## src/rtl/cnn_pkg.sv

```systemverilog
// Shared constants and helpers for the CNN front-end blocks.
package cnn_pkg;

    localparam int unsigned DATA_W = 8;
    localparam int unsigned KSIZE  = 3;

    // Flat element index of window position (i, j).
    function automatic int unsigned idx(input int unsigned i, input int unsigned j);
        return KSIZE * i + j;
    endfunction

    function automatic int unsigned cnt_w(input int unsigned n);
        return (n > 1) ? $clog2(n) : 1;
    endfunction

endpackage

```

## src/rtl/line_delay.sv

```systemverilog
// Fixed DEPTH-beat delay line, advancing only when en is high.
module line_delay #(
    parameter int unsigned DEPTH  = 13,
    parameter int unsigned DATA_W = 8
) (
    input  logic              clk,
    input  logic              rst_n,
    input  logic              en,
    input  logic [DATA_W-1:0] din,
    output logic [DATA_W-1:0] dout
);
    import cnn_pkg::*;

    if (DEPTH > 32) begin : g_ram
        localparam int unsigned PW = cnt_w(DEPTH);

        logic [DATA_W-1:0] mem [DEPTH];
        logic [PW-1:0]     ptr_q;

        always_ff @(posedge clk or negedge rst_n) begin
            if (!rst_n) begin
                ptr_q <= '0;
            end else if (en) begin
                ptr_q <= (ptr_q == PW'(DEPTH - 1)) ? '0 : ptr_q + 1'b1;
            end
        end

        // Read-before-write at the same slot yields exactly DEPTH beats of delay.
        always_ff @(posedge clk) begin
            if (en) begin
                mem[ptr_q] <= din;
            end
        end

        assign dout = mem[ptr_q];
    end else begin : g_sr
        logic [DEPTH*DATA_W-1:0] sr_q;

        always_ff @(posedge clk or negedge rst_n) begin
            if (!rst_n) begin
                sr_q <= '0;
            end else if (en) begin
                sr_q <= {sr_q[(DEPTH-1)*DATA_W-1:0], din};
            end
        end

        assign dout = sr_q[DEPTH*DATA_W-1 -: DATA_W];
    end

endmodule

```

## src/rtl/conv_window_3x3.sv

```systemverilog
// Streaming 3x3 valid-convolution window generator with two internal line buffers.
module conv_window_3x3 #(
    parameter int unsigned IMG_W  = 13,
    parameter int unsigned IMG_H  = 13,
    parameter int unsigned DATA_W = cnn_pkg::DATA_W
) (
    input  logic                clk,
    input  logic                rst_n,
    input  logic                in_valid,
    output logic                in_ready,
    input  logic [DATA_W-1:0]   pixel_in,
    input  logic                in_sof,
    output logic                out_valid,
    input  logic                out_ready,
    output logic [9*DATA_W-1:0] window,
    output logic                out_last
);
    import cnn_pkg::*;

    localparam int unsigned CW = cnt_w(IMG_W);
    localparam int unsigned RW = cnt_w(IMG_H);

    logic [CW-1:0]       col_q, col_cur;
    logic [RW-1:0]       row_q, row_cur;
    logic                accept, emit, col_wrap, row_wrap;
    logic [DATA_W-1:0]   lb1_out, lb2_out;
    logic [DATA_W-1:0]   col_new [KSIZE];
    logic [DATA_W-1:0]   tap_q   [KSIZE][KSIZE-1];
    logic [9*DATA_W-1:0] window_d;

    assign in_ready = !out_valid || out_ready;
    assign accept   = in_valid && in_ready;

    // in_sof resyncs the position of the pixel it arrives with.
    assign col_cur  = in_sof ? '0 : col_q;
    assign row_cur  = in_sof ? '0 : row_q;
    assign col_wrap = (col_cur == CW'(IMG_W - 1));
    assign row_wrap = (row_cur == RW'(IMG_H - 1));
    assign emit     = accept && (row_cur >= RW'(2)) && (col_cur >= CW'(2));

    always_ff @(posedge clk or negedge rst_n) begin
        if (!rst_n) begin
            col_q <= '0;
            row_q <= '0;
        end else if (accept) begin
            col_q <= col_wrap ? '0 : col_cur + 1'b1;
            if (col_wrap) begin
                row_q <= row_wrap ? '0 : row_cur + 1'b1;
            end else begin
                row_q <= row_cur;
            end
        end
    end

    line_delay #(.DEPTH(IMG_W), .DATA_W(DATA_W)) u_lb1 (
        .clk  (clk),
        .rst_n(rst_n),
        .en   (accept),
        .din  (pixel_in),
        .dout (lb1_out)
    );

    line_delay #(.DEPTH(IMG_W), .DATA_W(DATA_W)) u_lb2 (
        .clk  (clk),
        .rst_n(rst_n),
        .en   (accept),
        .din  (lb1_out),
        .dout (lb2_out)
    );

    assign col_new[0] = lb2_out;
    assign col_new[1] = lb1_out;
    assign col_new[2] = pixel_in;

    // The rightmost window column is the live input column, so the output
    // register can load on the same edge that accepts the pixel.
    always_ff @(posedge clk or negedge rst_n) begin
        if (!rst_n) begin
            for (int i = 0; i < KSIZE; i++) begin
                tap_q[i][0] <= '0;
                tap_q[i][1] <= '0;
            end
        end else if (accept) begin
            for (int i = 0; i < KSIZE; i++) begin
                tap_q[i][0] <= tap_q[i][1];
                tap_q[i][1] <= col_new[i];
            end
        end
    end

    always_comb begin
        window_d = '0;
        for (int i = 0; i < KSIZE; i++) begin
            window_d[DATA_W*idx(i, 0) +: DATA_W] = tap_q[i][0];
            window_d[DATA_W*idx(i, 1) +: DATA_W] = tap_q[i][1];
            window_d[DATA_W*idx(i, 2) +: DATA_W] = col_new[i];
        end
    end

    always_ff @(posedge clk or negedge rst_n) begin
        if (!rst_n) begin
            out_valid <= 1'b0;
            out_last  <= 1'b0;
            window    <= '0;
        end else if (emit) begin
            out_valid <= 1'b1;
            out_last  <= row_wrap && col_wrap;
            window    <= window_d;
        end else if (out_ready) begin
            out_valid <= 1'b0;
        end
    end

endmodule

```

## config.mk

```make
export PLATFORM = sky130hd
export DESIGN_NAME = conv_window_3x3
export DESIGN_NICKNAME = d
export VERILOG_FILES = /design/src/rtl/cnn_pkg.sv /design/src/rtl/line_delay.sv /design/src/rtl/conv_window_3x3.sv
export SDC_FILE = /design/constraint.sdc
export NUM_CORES = 1
export LEC_CHECK = 0
export ABC_AREA = 1
export CAP_MARGIN = 20
export CORE_MARGIN = 5
export CORE_UTILIZATION = 59
export DETAILED_ROUTE_END_ITERATION = 6
export GPL_TIMING_DRIVEN = 0
export PLACE_DENSITY = 0.8
export SKIP_CTS_REPAIR_TIMING = 1
export SYNTH_ARGS = -nofsm -noshare
export SYNTH_HDL_FRONTEND = slang
export SYNTH_HIERARCHICAL = 1
export SYNTH_SLANG_ARGS = --single-unit
```

## constraint.sdc

```tcl
create_clock -name clk -period 1.91 [get_ports clk]
set_input_delay 0.382 -clock clk [delete_from_list [all_inputs] [get_ports clk]]
set_output_delay 0.382 -clock clk [all_outputs]
set_load 0.005 [all_outputs]
```

* Yosys cells after proc, flatten, opt, wreduce, memory -nomap -nowiden
Cells that the tools add are included.
Word-level totals: bits in registers 338, bits of input ports 13, output and inout port bits 75, logic and storage cells 33
Cells by class: $add $sub $neg 2, $lt $le $gt $ge 2, eq/ne operators 2, muxes and demuxes 7, reduce and logical (&&, ||, !) cells 7
Operator list (count):
- 4-bit two-way mux | 5
- 4-bit by 1-bit adder with 4-bit output (second input constant) | 2
- 4-bit equality test (second input constant) | 2
- 4-bit by 2-bit >= comparator with 1-bit output (second input constant) | 2
- 1-bit logical AND | 4
- 1-bit two-way mux | 2
- 2-bit nonzero test | 1
- 1-bit logical NOT | 1
- 1-bit logical OR | 1

* Longest topological paths before layout
depth in word-level cells 6, mapped depth 11

* Hierarchy
The synthesis kept the hierarchy.
Modules (own cells, without submodules):
- line_delay | instances 2, cells each 448, area an instance 4010.1 µm², sequential area each 2602.5 µm²
- conv_window_3x3 | instances 1, cells each 542, area an instance 5077.4 µm², sequential area each 3253.1 µm²

* Least setup slack after synthesis
No wires, ideal clock.
kind input to register, start in in_sof, end reg window[47], setup time 0.076 ns, data arrival time 1.429 ns, setup slack 0.404 ns, stages 10, cells stage by stage nor2_1 -> inv_1 -> ha_1 -> inv_1 -> nand4_2 -> nand3_4 -> buf_6 -> buf_6 -> nand2_1 -> o21ai_1
On the way: cells in the longest elaborated chain, start to end 4
RTL lines:
- start, declared | line conv_window_3x3.sv:12 | input logic in_sof,
- 4-bit two-way mux | line conv_window_3x3.sv:36 | assign row_cur = in_sof ? '0 : row_q;
- 4-bit by 2-bit >= comparator with 1-bit output | line conv_window_3x3.sv:39 | assign emit = accept && (row_cur >= RW'(2)) && (col_cur >= CW'(2));
- 1-bit logical AND | line conv_window_3x3.sv:39
- 1-bit logical AND * | line conv_window_3x3.sv:39
- end signal, assigned | line conv_window_3x3.sv:108 | window <= window_d;
- end, declared | line conv_window_3x3.sv:15 | output logic [9*DATA_W-1:0] window,
Every way passes the cells marked *; elsewhere a longest branch is shown, timed or not. A chain may end at the register's enable or synchronous reset.

* Final worst setup path
start reg window[45], end out window[45]
No word-level cell between the ends.

==> flow_metrics.env <==
export IMPL_outcome="finished with violations"
export IMPL_violations="negative hold slack"
export IMPL_pre_cts_ws_ns=-0.452
export IMPL_syn2layout_area_growth_pct=18.1
export IMPL_ios=88
export IMPL_yosysUniqueCellTypes=21
export IMPL_yosys_warnings=6
export IMPL_synthFlopType="dfrtp_1"
export IMPL_fin_worst_skew_ns=0.0171
export IMPL_setup_violations=0
export IMPL_grt_pass1_wl_um=47400
export IMPL_die_x_um=159
export IMPL_path_depth=1
export IMPL_die_h_um=159
export IMPL_end_kind="primary output"
export IMPL_cp_num_buf_inv=1
export IMPL_wirelength_um=27800
export IMPL_crit_slowest_cell="clkdlybuf4s50_1"
export IMPL_cp_arrival_ns=1.48
export IMPL_reg2regPathDepth=11
export IMPL_cap_violations=0
export IMPL_fin_cells=1866
export IMPL_place_gp_congestion=0.859
export IMPL_hold_viol=63
export IMPL_power_leakage_nw=8.27
export IMPL_yosys_top_cells_count="nand2_1, dfrtp_1, o21ai_0"
export IMPL_ir_drop_mv=0.729
export IMPL_die_area_um2=25300
export IMPL_grt_setup_unrepaired="false"
export IMPL_ys_ff_latch=338
export IMPL_power_w=0.0165
export IMPL_wire_per_inst_um=14.9
export IMPL_multi_input_area_um2=3770
export IMPL_min_path_type="primary input to async pin"
export IMPL_synth_top_area_cell="dfrtp_1"
export IMPL_clk_pin_slew_worst_paths_ns=0.06
export IMPL_synth_most_common_cell="nand2_1"
export IMPL_layout_nets=1580
export IMPL_fin_crit_ns=1.86
export IMPL_grt_max_degree=100
export IMPL_synth_cells=1438
export IMPL_via_count=9485
export IMPL_worst_pin_slew_ns=0.513
export IMPL_avgSynthCellArea_um2=9.11
export IMPL_synth_edf_count=0
export IMPL_core_area_um2=21800
export IMPL_grt_ovfl_total=0
export IMPL_start_util_pct=60.0
export IMPL_yosys_top_cells_area="dfrtp_1, nand2_1, o21ai_0, buf_6, inv_1"
export IMPL_cts_root_buf="clkbuf_16"
export IMPL_yosys_area_top_type_share_pct=64.6
export IMPL_cts_buffer_depth=3
export IMPL_num_rows=54
export IMPL_drive_above_1_share_pct=9.02
export IMPL_ys_seq_area_share_pct=64.6
export IMPL_synth_nets=1454
export IMPL_fillers=1541
export IMPL_gr_usage_all_layers_pct=22.1
export IMPL_register_area_um2=8460
export IMPL_rr_endpoint="window[18]"
export IMPL_crit_fanout=2
export IMPL_viasPerCell=5.08
export IMPL_dp_hpwl_um=18100
export IMPL_portBuffers=87
export IMPL_final_max_slew_viol_count=0
export IMPL_async_flop_share_pct=100
export IMPL_ff2ff_setup_slack_ns=0.08
export IMPL_cts_sink_count=338
export IMPL_syn_cell_area_um2=13100
export IMPL_reg2reg_from="col_q[0]"
export IMPL_maxSlewHeadroom_pct=65.8
export IMPL_placed_cells=1808
export IMPL_grt_pass1_vias=9751
export IMPL_antenna_cells=0
export IMPL_tritoncts="yes"
export IMPL_cpPeakStageDelay_ns=0.54
export IMPL_drtIter0Drc=726
export IMPL_cp_required_ns=1.53
export IMPL_fin_hold_ws_ns=-0.178
export IMPL_cp_cell_sequence="clkdlybuf4s50_1"
export IMPL_stdcell_area_um2=15500
export IMPL_drc=0
export IMPL_power_density_nw_per_um2=1070
export IMPL_setup_ws_ns=0.0451
export IMPL_fin_crit_sh_pct=97.6
export IMPL_criticalPathCategory="flip-flop to primary output"
export IMPL_cp_top_family="buffers and inverters"
export IMPL_antenna_found_initial=0
export IMPL_cp_start_kind="flip-flop"
export IMPL_drtAntennaViolNets=0
export IMPL_clkLatencyLatePin_ns=0.50
export IMPL_cts_buffers=34
export IMPL_placed_cell_area_um2=14400
export IMPL_htree_levels=2
export IMPL_drt_pass1_iterations=5
export IMPL_fmax_ghz=0.536
sequential cells by signal, indices dropped and copies added, names as in the netlist:
signal and flops:
col_q 4, out_last 1, out_valid 1, row_q 4
tap_q 48, u_lb1/g_sr.sr_q 104, u_lb2/g_sr.sr_q 104, window 72
placed cells by master (no fill, tap or decap), drive strengths merged, types with 2 or more instances in the layout:
cell / Yosys / final
nand2: 821 / 821
o21ai: 103 / 103
nand3: 7 / 7
dlymetal6s2s: 0 / 2
clkdlybuf4s50: 0 / 84
nor2: 9 / 9
a21oi: 2 / 2
clkbuf: 7 / 58
inv: 63 / 64
clkinv: 0 / 5
ha: 3 / 3
buf: 81 / 85
dfrtp: 338 / 338
per-layer routing:
layer  up-vias  GRT usage, %  part of all wire, %  wire length, um
li1       4616             -                    -                -
met1      4619          30.1                   43            12100
met2       201          37.4                   50            13900
met3        49          3.83                  4.2             1180
met4         0          5.97                  2.1              584
met5         -             0                    0                0
per-stage QoR:
| stage | TNS (ns) | hold WS [ns] | util, % |
|---|---|---|---|
| CTS | 0 | -0.168 | 70.9 |
| floorplan | 0 | 0.0864 | - |
| finish | 0 | -0.178 | 70.9 |
| detailed placement | -45.46 | 0.366 | 66.0 |
| global route | 0 | -0.154 | 70.9 |
| global placement | -4649.06 | 0.450 | 65.6 |
final cells by class:
class                           count  share of cell area [%]
Sequential cell                   338                    54.7
Inverter                           63                    1.56
Timing Repair Buffer               90                    6.23
Buffer                             88                    4.08
Clock inverter                      7                   0.412
Multi-Input combinational cell    949                    24.3
Clock buffer                       51                    6.44
Tap cell                          280                    2.26
worst register-to-register path, stage by stage (launching register included):
cell     delay [ns]
dfrtp_1        0.35
inv_1          0.07
nor2_1         0.19
inv_1          0.10
ha_1           0.19
inv_1          0.07
nand4_2        0.13
nand3_4        0.12
buf_6          0.19
buf_6          0.16
nand2_1        0.06
o21ai_1        0.11
cells by family after synthesis:
logic type                 share of synthesized area [%]
DFF                                                 64.6
xor gates and xnor gates                          0.0669
buffers and inverters                               6.67
adders and majority gates                          0.287
AOI/OAI and AO/OA                                   4.06
and+or+nand+nor                                     24.3
how the worst max path moves through the flow:
stage	start	to	slack, ns
final	window[45]	window[45]	0.05
after CTS	out_valid	in_ready	0.02
after floorplan	in_sof	window[47]	0.40
after detailed placement	in_sof	window[18]	-0.45
after global routing	window[46]	window[46]	0.008
after global placement	rst_n	u_lb1/g_sr.sr_q[14]	-13.67
power breakdown:
part / switching (W) / internal (W) / total [W]
sequential: 0.000524 / 0.00809 / 0.00861
clock: 0.00258 / 0.00373 / 0.00631
combinational: 0.000976 / 0.000639 / 0.00162
(Power assumes the default switching activity.)
